`src/rtl/sfp_rx_deframer.sv`:
```
// Receive deframer for the SFP link: lock on K28.5 idles, delimit SOF/EOF frames, check XOR checksum, feed the RX FIFO.
// Optional SOF sequence-number checking is built when SFP_RX_SEQ_CHECK_EN is defined.
module sfp_rx_deframer #(
    parameter int MAX_WORDS    = 256,
    parameter int LOCK_COUNT   = 8,
    parameter int LOSS_TIMEOUT = 1024
) (
    input  logic        CLK,
    input  logic        nRST,
    input  logic [63:0] rx_parallel_data,
    input  logic        rx_std_pcfifo_empty,
    input  logic        rx_std_pcfifo_full,
    input  logic        out_full,
    output logic [15:0] out_data,
    output logic        out_valid,
    output logic        out_eof,
    output logic        out_err,
    output logic        link_up,
    output logic [15:0] frame_cnt,
    output logic [15:0] err_cnt
`ifdef SFP_RX_SEQ_CHECK_EN
    ,
    output logic [15:0] seq_err_cnt
`endif
);

    localparam int LOCK_W = $clog2(LOCK_COUNT + 1);
    localparam int LOSS_W = $clog2(LOSS_TIMEOUT + 1);
    localparam int WCNT_W = $clog2(MAX_WORDS + 1);

    localparam logic [7:0] K_IDLE = 8'hBC;
    localparam logic [7:0] K_SOF  = 8'hFB;
    localparam logic [7:0] K_EOF  = 8'hFD;

    typedef enum logic [1:0] {HUNT, PAYLOAD, DROP} state_t;

    logic              raw_valid;
    logic              raw_idle;
    logic              raw_sof;
    logic              unused_bits;

    logic              link_q;
    logic              loss_q;
    logic [LOCK_W-1:0] lock_cnt;
    logic [LOSS_W-1:0] loss_timer;

    logic              in_valid;
    logic [7:0]        in_lo;
    logic [7:0]        in_hi;
    logic              in_lo_k;
    logic              in_hi_k;
    logic              in_idle;
    logic              in_sof;
    logic              in_eof;
    logic              in_data;
    logic              in_badk;

    state_t            state;
    state_t            state_n;
    logic [7:0]        csum;
    logic [7:0]        csum_n;
    logic [WCNT_W-1:0] wcnt;
    logic [WCNT_W-1:0] wcnt_n;

    logic              hold_valid;
    logic              hold_valid_n;
    logic [15:0]       hold_data;
    logic [15:0]       hold_data_n;
    logic              hold_err;
    logic              hold_err_n;

    logic              req_valid;
    logic              req_eof;
    logic              req_err;
    logic [15:0]       req_data;
    logic              emit_hold;
    logic              emit_req;
    logic              start;
    logic              abort;
    logic              good_inc;
    logic              bad_inc;
    logic              seq_flag;

`ifdef SFP_RX_SEQ_CHECK_EN
    logic              seq_bad;
    logic              seq_bad_n;
    logic              seq_armed;
    logic              seq_armed_n;
    logic [7:0]        last_seq;
    logic [7:0]        last_seq_n;
    logic              seq_inc;

    assign seq_flag = seq_bad;
`else
    assign seq_flag = 1'b0;
`endif

    assign raw_valid   = ~rx_std_pcfifo_empty;
    assign raw_idle    = raw_valid & rx_parallel_data[8] & (rx_parallel_data[7:0] == K_IDLE);
    assign raw_sof     = raw_valid & rx_parallel_data[8] & (rx_parallel_data[7:0] == K_SOF);
    assign unused_bits = ^{rx_parallel_data[63:25], rx_parallel_data[15:9]};

    // A PCS overflow drops the link combinationally in the cycle it is flagged.
    assign link_up = link_q & ~rx_std_pcfifo_full;

    always_ff @(posedge CLK or negedge nRST) begin
        if (!nRST) begin
            link_q     <= 1'b0;
            loss_q     <= 1'b0;
            lock_cnt   <= '0;
            loss_timer <= '0;
        end else if (rx_std_pcfifo_full) begin
            link_q     <= 1'b0;
            loss_q     <= link_q;
            lock_cnt   <= '0;
            loss_timer <= '0;
        end else if (!link_q) begin
            loss_q     <= 1'b0;
            loss_timer <= '0;
            if (raw_valid) begin
                if (!raw_idle) begin
                    lock_cnt <= '0;
                end else if (lock_cnt == LOCK_W'(LOCK_COUNT - 1)) begin
                    link_q   <= 1'b1;
                    lock_cnt <= '0;
                end else begin
                    lock_cnt <= lock_cnt + 1'b1;
                end
            end
        end else begin
            lock_cnt <= '0;
            if (raw_idle | raw_sof) begin
                loss_timer <= '0;
                loss_q     <= 1'b0;
            end else if (loss_timer == LOSS_W'(LOSS_TIMEOUT - 1)) begin
                link_q     <= 1'b0;
                loss_timer <= '0;
                loss_q     <= 1'b1;
            end else begin
                loss_timer <= loss_timer + 1'b1;
                loss_q     <= 1'b0;
            end
        end
    end

    // Words are registered once so the write decision sees out_full in the very cycle the write happens.
    always_ff @(posedge CLK or negedge nRST) begin
        if (!nRST) begin
            in_valid <= 1'b0;
            in_lo    <= '0;
            in_hi    <= '0;
            in_lo_k  <= 1'b0;
            in_hi_k  <= 1'b0;
        end else begin
            in_valid <= raw_valid;
            if (raw_valid) begin
                in_lo   <= rx_parallel_data[7:0];
                in_lo_k <= rx_parallel_data[8];
                in_hi   <= rx_parallel_data[23:16];
                in_hi_k <= rx_parallel_data[24];
            end
        end
    end

    assign in_idle = in_lo_k & (in_lo == K_IDLE);
    assign in_sof  = in_lo_k & (in_lo == K_SOF);
    assign in_eof  = in_lo_k & (in_lo == K_EOF);
    assign in_data = ~in_lo_k & ~in_hi_k;
    assign in_badk = ~in_data & ~in_idle & ~in_sof & ~in_eof;

    always_ff @(posedge CLK or negedge nRST) begin
        if (!nRST) begin
            state      <= HUNT;
            csum       <= '0;
            wcnt       <= '0;
            hold_valid <= 1'b0;
            hold_data  <= '0;
            hold_err   <= 1'b0;
            frame_cnt  <= '0;
            err_cnt    <= '0;
        end else begin
            state      <= state_n;
            csum       <= csum_n;
            wcnt       <= wcnt_n;
            hold_valid <= hold_valid_n;
            hold_data  <= hold_data_n;
            hold_err   <= hold_err_n;
            if (good_inc && frame_cnt != 16'hFFFF) frame_cnt <= frame_cnt + 16'd1;
            if (bad_inc && err_cnt != 16'hFFFF) err_cnt <= err_cnt + 16'd1;
        end
    end

`ifdef SFP_RX_SEQ_CHECK_EN
    always_ff @(posedge CLK or negedge nRST) begin
        if (!nRST) begin
            seq_bad     <= 1'b0;
            seq_armed   <= 1'b0;
            last_seq    <= '0;
            seq_err_cnt <= '0;
        end else begin
            seq_bad   <= seq_bad_n;
            seq_armed <= seq_armed_n;
            last_seq  <= last_seq_n;
            if (seq_inc && seq_err_cnt != 16'hFFFF) seq_err_cnt <= seq_err_cnt + 16'd1;
        end
    end
`endif

    always_comb begin
        state_n      = state;
        csum_n       = csum;
        wcnt_n       = wcnt;
        hold_valid_n = hold_valid;
        hold_data_n  = hold_data;
        hold_err_n   = hold_err;
        req_valid    = 1'b0;
        req_eof      = 1'b0;
        req_err      = 1'b0;
        req_data     = '0;
        start        = 1'b0;
        abort        = 1'b0;
        good_inc     = 1'b0;
        bad_inc      = 1'b0;
`ifdef SFP_RX_SEQ_CHECK_EN
        seq_bad_n    = seq_bad;
        seq_armed_n  = seq_armed;
        last_seq_n   = last_seq;
        seq_inc      = 1'b0;
`endif

        if (loss_q) begin
            abort   = (state == PAYLOAD);
            state_n = HUNT;
        end else if (in_valid) begin
            case (state)
                HUNT: begin
                    start = in_sof & link_q;
                end
                PAYLOAD: begin
                    if (in_data) begin
                        if (wcnt == WCNT_W'(MAX_WORDS)) begin
                            abort   = 1'b1;
                            state_n = DROP;
                        end else begin
                            req_valid = 1'b1;
                            req_data  = {in_hi, in_lo};
                            csum_n    = csum ^ in_lo ^ in_hi;
                            wcnt_n    = wcnt + 1'b1;
                        end
                    end else if (in_eof) begin
                        req_valid = 1'b1;
                        req_eof   = 1'b1;
                        req_data  = {8'h00, in_hi};
                        req_err   = (in_hi != csum) | seq_flag;
                        good_inc  = ~req_err;
                        bad_inc   = req_err;
                        state_n   = HUNT;
                    end else if (in_sof) begin
                        abort = 1'b1;
                        start = 1'b1;
                    end else if (in_badk) begin
                        abort   = 1'b1;
                        state_n = DROP;
                    end
                end
                DROP: begin
                    if (in_eof) state_n = HUNT;
                    else start = in_sof;
                end
                default: state_n = HUNT;
            endcase
        end

        if (abort) begin
            req_valid = 1'b1;
            req_eof   = 1'b1;
            req_err   = 1'b1;
            req_data  = '0;
            bad_inc   = 1'b1;
        end

        if (start) begin
            state_n = PAYLOAD;
            csum_n  = '0;
            wcnt_n  = '0;
`ifdef SFP_RX_SEQ_CHECK_EN
            seq_bad_n   = seq_armed & (in_hi != last_seq + 8'd1);
            seq_inc     = seq_armed & (in_hi != last_seq + 8'd1);
            last_seq_n  = in_hi;
            seq_armed_n = 1'b1;
`endif
        end

`ifdef SFP_RX_SEQ_CHECK_EN
        if (!link_q) seq_armed_n = 1'b0;
`endif

        // One write per cycle: a held status word always goes first, anything else left over is blocked.
        emit_hold = hold_valid & ~out_full;
        emit_req  = req_valid & ~hold_valid & ~out_full;
        if (emit_hold) hold_valid_n = 1'b0;

        if (req_valid && !emit_req) begin
            if (!req_eof) begin
                state_n = DROP;
                bad_inc = 1'b1;
                if (!hold_valid_n) begin
                    hold_valid_n = 1'b1;
                    hold_data_n  = '0;
                    hold_err_n   = 1'b1;
                end
            end else if (!hold_valid_n) begin
                hold_valid_n = 1'b1;
                hold_data_n  = req_data;
                hold_err_n   = req_err;
            end else begin
                // No room for a second status word: the frame is lost and counted as bad.
                good_inc = 1'b0;
                bad_inc  = 1'b1;
            end
        end

        out_valid = emit_hold | emit_req;
        out_eof   = emit_hold | (emit_req & req_eof);
        out_err   = emit_hold ? hold_err : (emit_req & req_err);
        out_data  = emit_hold ? hold_data : (emit_req ? req_data : 16'h0000);
    end

endmodule

```
`config.mk`:
```
export PLATFORM = sky130hd
export DESIGN_NAME = sfp_rx_deframer
export DESIGN_NICKNAME = d
export VERILOG_FILES = /design/src/rtl/sfp_rx_deframer.sv
export SDC_FILE = /design/constraint.sdc
export NUM_CORES = 1
export LEC_CHECK = 0
export BUFFER_PORTS_ARGS = -buffer_cell sky130_fd_sc_hd__buf_4
export CELL_PAD_IN_SITES_DETAIL_PLACEMENT = 1
export CELL_PAD_IN_SITES_GLOBAL_PLACEMENT = 1
export CORE_MARGIN = 1
export CORE_UTILIZATION = 25
export CTS_CLUSTER_SIZE = 8
export DETAILED_ROUTE_END_ITERATION = 7
export GPL_ROUTABILITY_DRIVEN = 0
export HOLD_SLACK_MARGIN = 0.08
export PLACE_DENSITY = 0.65
export SYNTH_ARGS = -nofsm -noshare
export SYNTH_HDL_FRONTEND = slang
export SYNTH_SLANG_ARGS = --single-unit
```
`constraint.sdc`:
```
create_clock -name CLK -period 2.6 [get_ports CLK]
set_clock_uncertainty 0.15 [all_clocks]
set_input_delay 0.13 -clock CLK [delete_from_list [all_inputs] [get_ports CLK]]
set_output_delay 0.13 -clock CLK [all_outputs]
set_load 0.03 [all_outputs]
```
==> flow_metrics.py <==
metrics = {
    "critical_path": {
        "end_kind": "output pin",
        "cp_slowest_stage_delay_ns": 0.42,
        "crit_family": "simple AND/OR/NAND/NOR gates",
        "critPathKind": "flop to output pin",
        "cpMaxStageDelayCell": "dfrtp_1",
        "reg2reg_from": "in_lo_k$_DFFE_PN0N_",
        "crit_chain": "buf_6 > and4b_1 > nor4b_4 > o311ai_4 > nor2_4 > nor3_4 > buf_6 > buf_6 > a32o_2 > buf_6",
        "crit_fanout": 5,
        "crit_top_cell": "buf_6",
        "cp-start-kind": "flop",
        "worst_ep_arrival_time_ns": 2.48,
        "cp.required_ns": 2.32,
        "r2r_cells": 10,
        "r2r-end": "frame_cnt[8]$_DFFE_PN0P_",
        "rrSetupSlack_ns": -0.03,
        "cp_num_buf_inv": 4,
    },
    "placed_design": {
        "detailed_place_hpwl_um": 12340,
        "post-place-ws_ns": -0.1515,
        "dp.cells": 914,
        "io_buffers": 74,
        "placed_area_sq_um": 6868,
    },
    "detailed_routing": {
        "drc": 0,
        "drt-pass1-iter-count": 4,
        "avgRoutedWirePerCell_um": 18.59,
        "vias": 4711,
        "avgViaCountPerCell": 4.872,
        "detail-route-antenna-nets": 0,
        "first_iter_violations": 206,
        "drt_wl_total_um": 17970,
    },
    "synth": {
        "ys_ff_latch": 105,
        "synth_edf_count": 0,
        "ys_dominant_reg_cell": "dfrtp_1",
        "synthArstFlopShare_pct": 100.0,
        "syn_inst": 524,
        "yosys_warnings": 0,
        "ys_seq_area_share_pct": 47.22,
        "synthDistinctLibCells": 64,
        "muxShareOfSynthArea_pct": 6.206,
        "synthAdderAreaFrac_pct": 1.529,
        "synthXorXnorAreaFrac_pct": 10.55,
        "avgSynthCellArea_sq_um": 10.62,
        "synth_area_sq_um": 5564,
        "synthSimpleGateAreaFrac_pct": 22.06,
        "synth_top_family_by_area": "simple AND/OR/NAND/NOR gates",
        "synth_fp_nets": 599,
        "synth_compound_area_share_pct": 9.849,
    },
    "die": {
        "die_area_sq_um": 22860,
        "coreArea_sq_um": 21820,
        "die_x_um": 151.2,
        "start_util_pct": 25.50,
        "design.portCount": 121,
        "die_y_um": 151.2,
        "rows": 54,
    },
    "power_and_ir_drop": {
        "power.static_leakage_uw": 0.003325,
        "p_per_area_nw_per_um2": 484.5,
        "ir_worst_vdd_v": 0.0003165,
    },
    "clock_network": {
        "tritoncts": "done",
        "clkSinkCount": 105,
        "clockRootBuffer": "clkbuf_16",
        "clock_path_buffers": 2,
        "clk_latency_ns": 0.36,
        "cts_max_level": 3,
        "clkTransAtPathRegs_ns": 0.07,
        "numCtsBuffers": 9,
    },
    "timing": {
        "finalSetupTns_ns": -2.502,
        "maxSlewHeadroom_pct": 61.91,
        "timing.final.crit_share_pct": 106.1,
        "setup_viol": 21,
        "slew_viol_final": 0,
        "timing.fmax_ghz": 0.3625,
        "layout_setup_ws_ns": -0.1588,
        "fin_crit_ns": 2.759,
        "tightest_slew_ns": 0.5714,
        "hold_viol_final": 0,
        "rsz0062_at_grt": "yes",
    },
    "grt": {
        "grt.total_usage_pct": 16.04,
        "grt_remaining_overflow": 0,
        "antenna_found_initial": 0,
        "grt_pass1_wl_um": 27760,
        "grt_max_degree": 47,
        "grt_pass1_vias": 5015,
    },
    "layout": {
        "final_common_cell": "buf_4",
        "fin_area_sq_um": 8009,
        "syn_to_final_growth_pct": 43.94,
        "nets": 757,
        "register_area_sq_um": 2628,
        "drive_above_1_share_pct": 35.66,
        "mostFrequentLayoutCells": "buf_4 (115), dfrtp_1 (105), nor2_1 (44)",
        "multi_input_area_sq_um": 3184,
        "n_fill_cell": 2417,
        "antennaDiodeCount": 0,
        "layout.cells.non_filler": 967,
    },
    "run_status": {
        "outcome": "complete, but fails checks",
        "violations": "negative setup slack",
    },
    "hold_path": {
        "hold_class": "primary input to async pin",
    },
    "job": {
        "drv_cap": 0,
    },
}
logic make-up (layout without fill, tap and decap cells):
family                     count (synthesis)  count (layout)
xor gates and xnor gates                  67              67
buffers and inverters                     32             194
muxes                                     32              32
and+or+nand+nor                          218             218
DFF                                      105             105
AOI/OAI and AO/OA                         63              64
adders and majority gates                  7               7
worst reg2reg max path: stages, from the launching register on:
cell and delay, ns:
dfrtp_1 0.42, buf_6 0.12, and4b_1 0.23, nor4b_4 0.33, o311ai_4 0.16, buf_4 0.19, o2111a_2 0.30, buf_12 0.17
buf_4 0.14, nor4b_4 0.22, xor2_1 0.16
cell type report:
cell class                 instances  area share (%)
tap                              280           4.374
multi-input combinational        388           39.76
clock inverter                     5          0.9998
sequential                       105           32.81
timing repair buffer             170           18.78
inverter                           8          0.3749
clock buffer                      11           2.906
synth_stat cells (all sizes together), types with 2 or more instances:
master	instances	area (sq um)
dfrtp	105	2628
nor2	49	183.9
nand2	43	161.4
xor2	34	297.8
xnor2	33	289.0
nor3	29	150.1
nand3	22	110.1
mux2	20	225.2
clkbuf	17	63.81
nor4	15	167.7
mux2i	12	120.1
nand4	11	68.82
o21ai	11	55.05
a32o	10	100.1
a22o	9	78.83
and2	9	56.30
and3	8	50.05
inv	8	30.03
o41ai	8	70.07
buf	7	50.05
ha	6	75.07
and4	5	43.79
nor4b	5	65.06
nor2b	4	25.02
or2	4	25.03
a21o	3	22.52
a21oi	3	15.01
nor3b	3	27.52
a22oi	2	15.01
a31oi	2	12.51
and4b	2	20.02
nand2b	2	12.51
or4	2	15.01
metal layers:
layer	wire length (um)	track usage [%]	vias up
met1	7912	20.31	2411
li1	-	-	2217
met2	9228	27.17	71
met5	0	0	-
met4	172	3.950	0
met3	659	3.976	12
repair_timing:
action | in CTS | in global routing
endpoints found under the hold margin | 70 | 0
pin swaps | 6 | 40
gates resized for setup | 43 | 59
setup buffers | 6 | 8
endpoints found under the setup margin | 39 | 49
hold buffers | 22 | 0
gates cloned | 0 | 4
worst max-delay path by stage:
stage	start	end	cells after the start
final	in_lo_k$_DFFE_PN0N_	out_data[15]	10
after global routing	in_lo_k$_DFFE_PN0N_	out_data[15]	10
after CTS	wcnt[3]$_DFFE_PN0P_	out_data[15]	8
after detailed placement	in_lo_k$_DFFE_PN0N_	out_data[9]	7
after global placement	in_lo[5]$_DFFE_PN0N_	wcnt[7]$_DFFE_PN0P_	10
after floorplan	wcnt[5]$_DFFE_PN0P_	out_data[0]	7
sequential cells by signal, summed over array words and instances, names as in the netlist:
name and flops:
in_valid 1, lock_cnt 4, err_cnt 16, hold_err 1, state 2, hold_valid 1, frame_cnt 16, in_hi_k 1
csum 8, wcnt 9, loss_timer 11, in_lo_k 1, in_hi 8, loss_q 1, hold_data 16, in_lo 8
link_q 1
through the flow:
| step | utilization (%) | hold WS [ns] | total power, uW |
|---|---|---|---|
| detailed placement | 31.47 | 0.01186 | 2369 |
| finish | 36.70 | 0.1741 | 3881 |
| floorplan | - | -0.3156 | 2086 |
| CTS | 34.92 | 0.1819 | 3903 |
| global placement | 31.47 | 0.01075 | 2344 |
| global route | 36.70 | 0.2207 | 4053 |
where the power goes:
part           internal (uW)  leakage [uW]  total (uW)  switching [uW]
Sequential              1700       0.00130        1780            77.7
Combinational            301       0.00188         635             334
Clock                    844      0.000146        1460             620
Note: power is estimated with default switching activity, not from simulation.
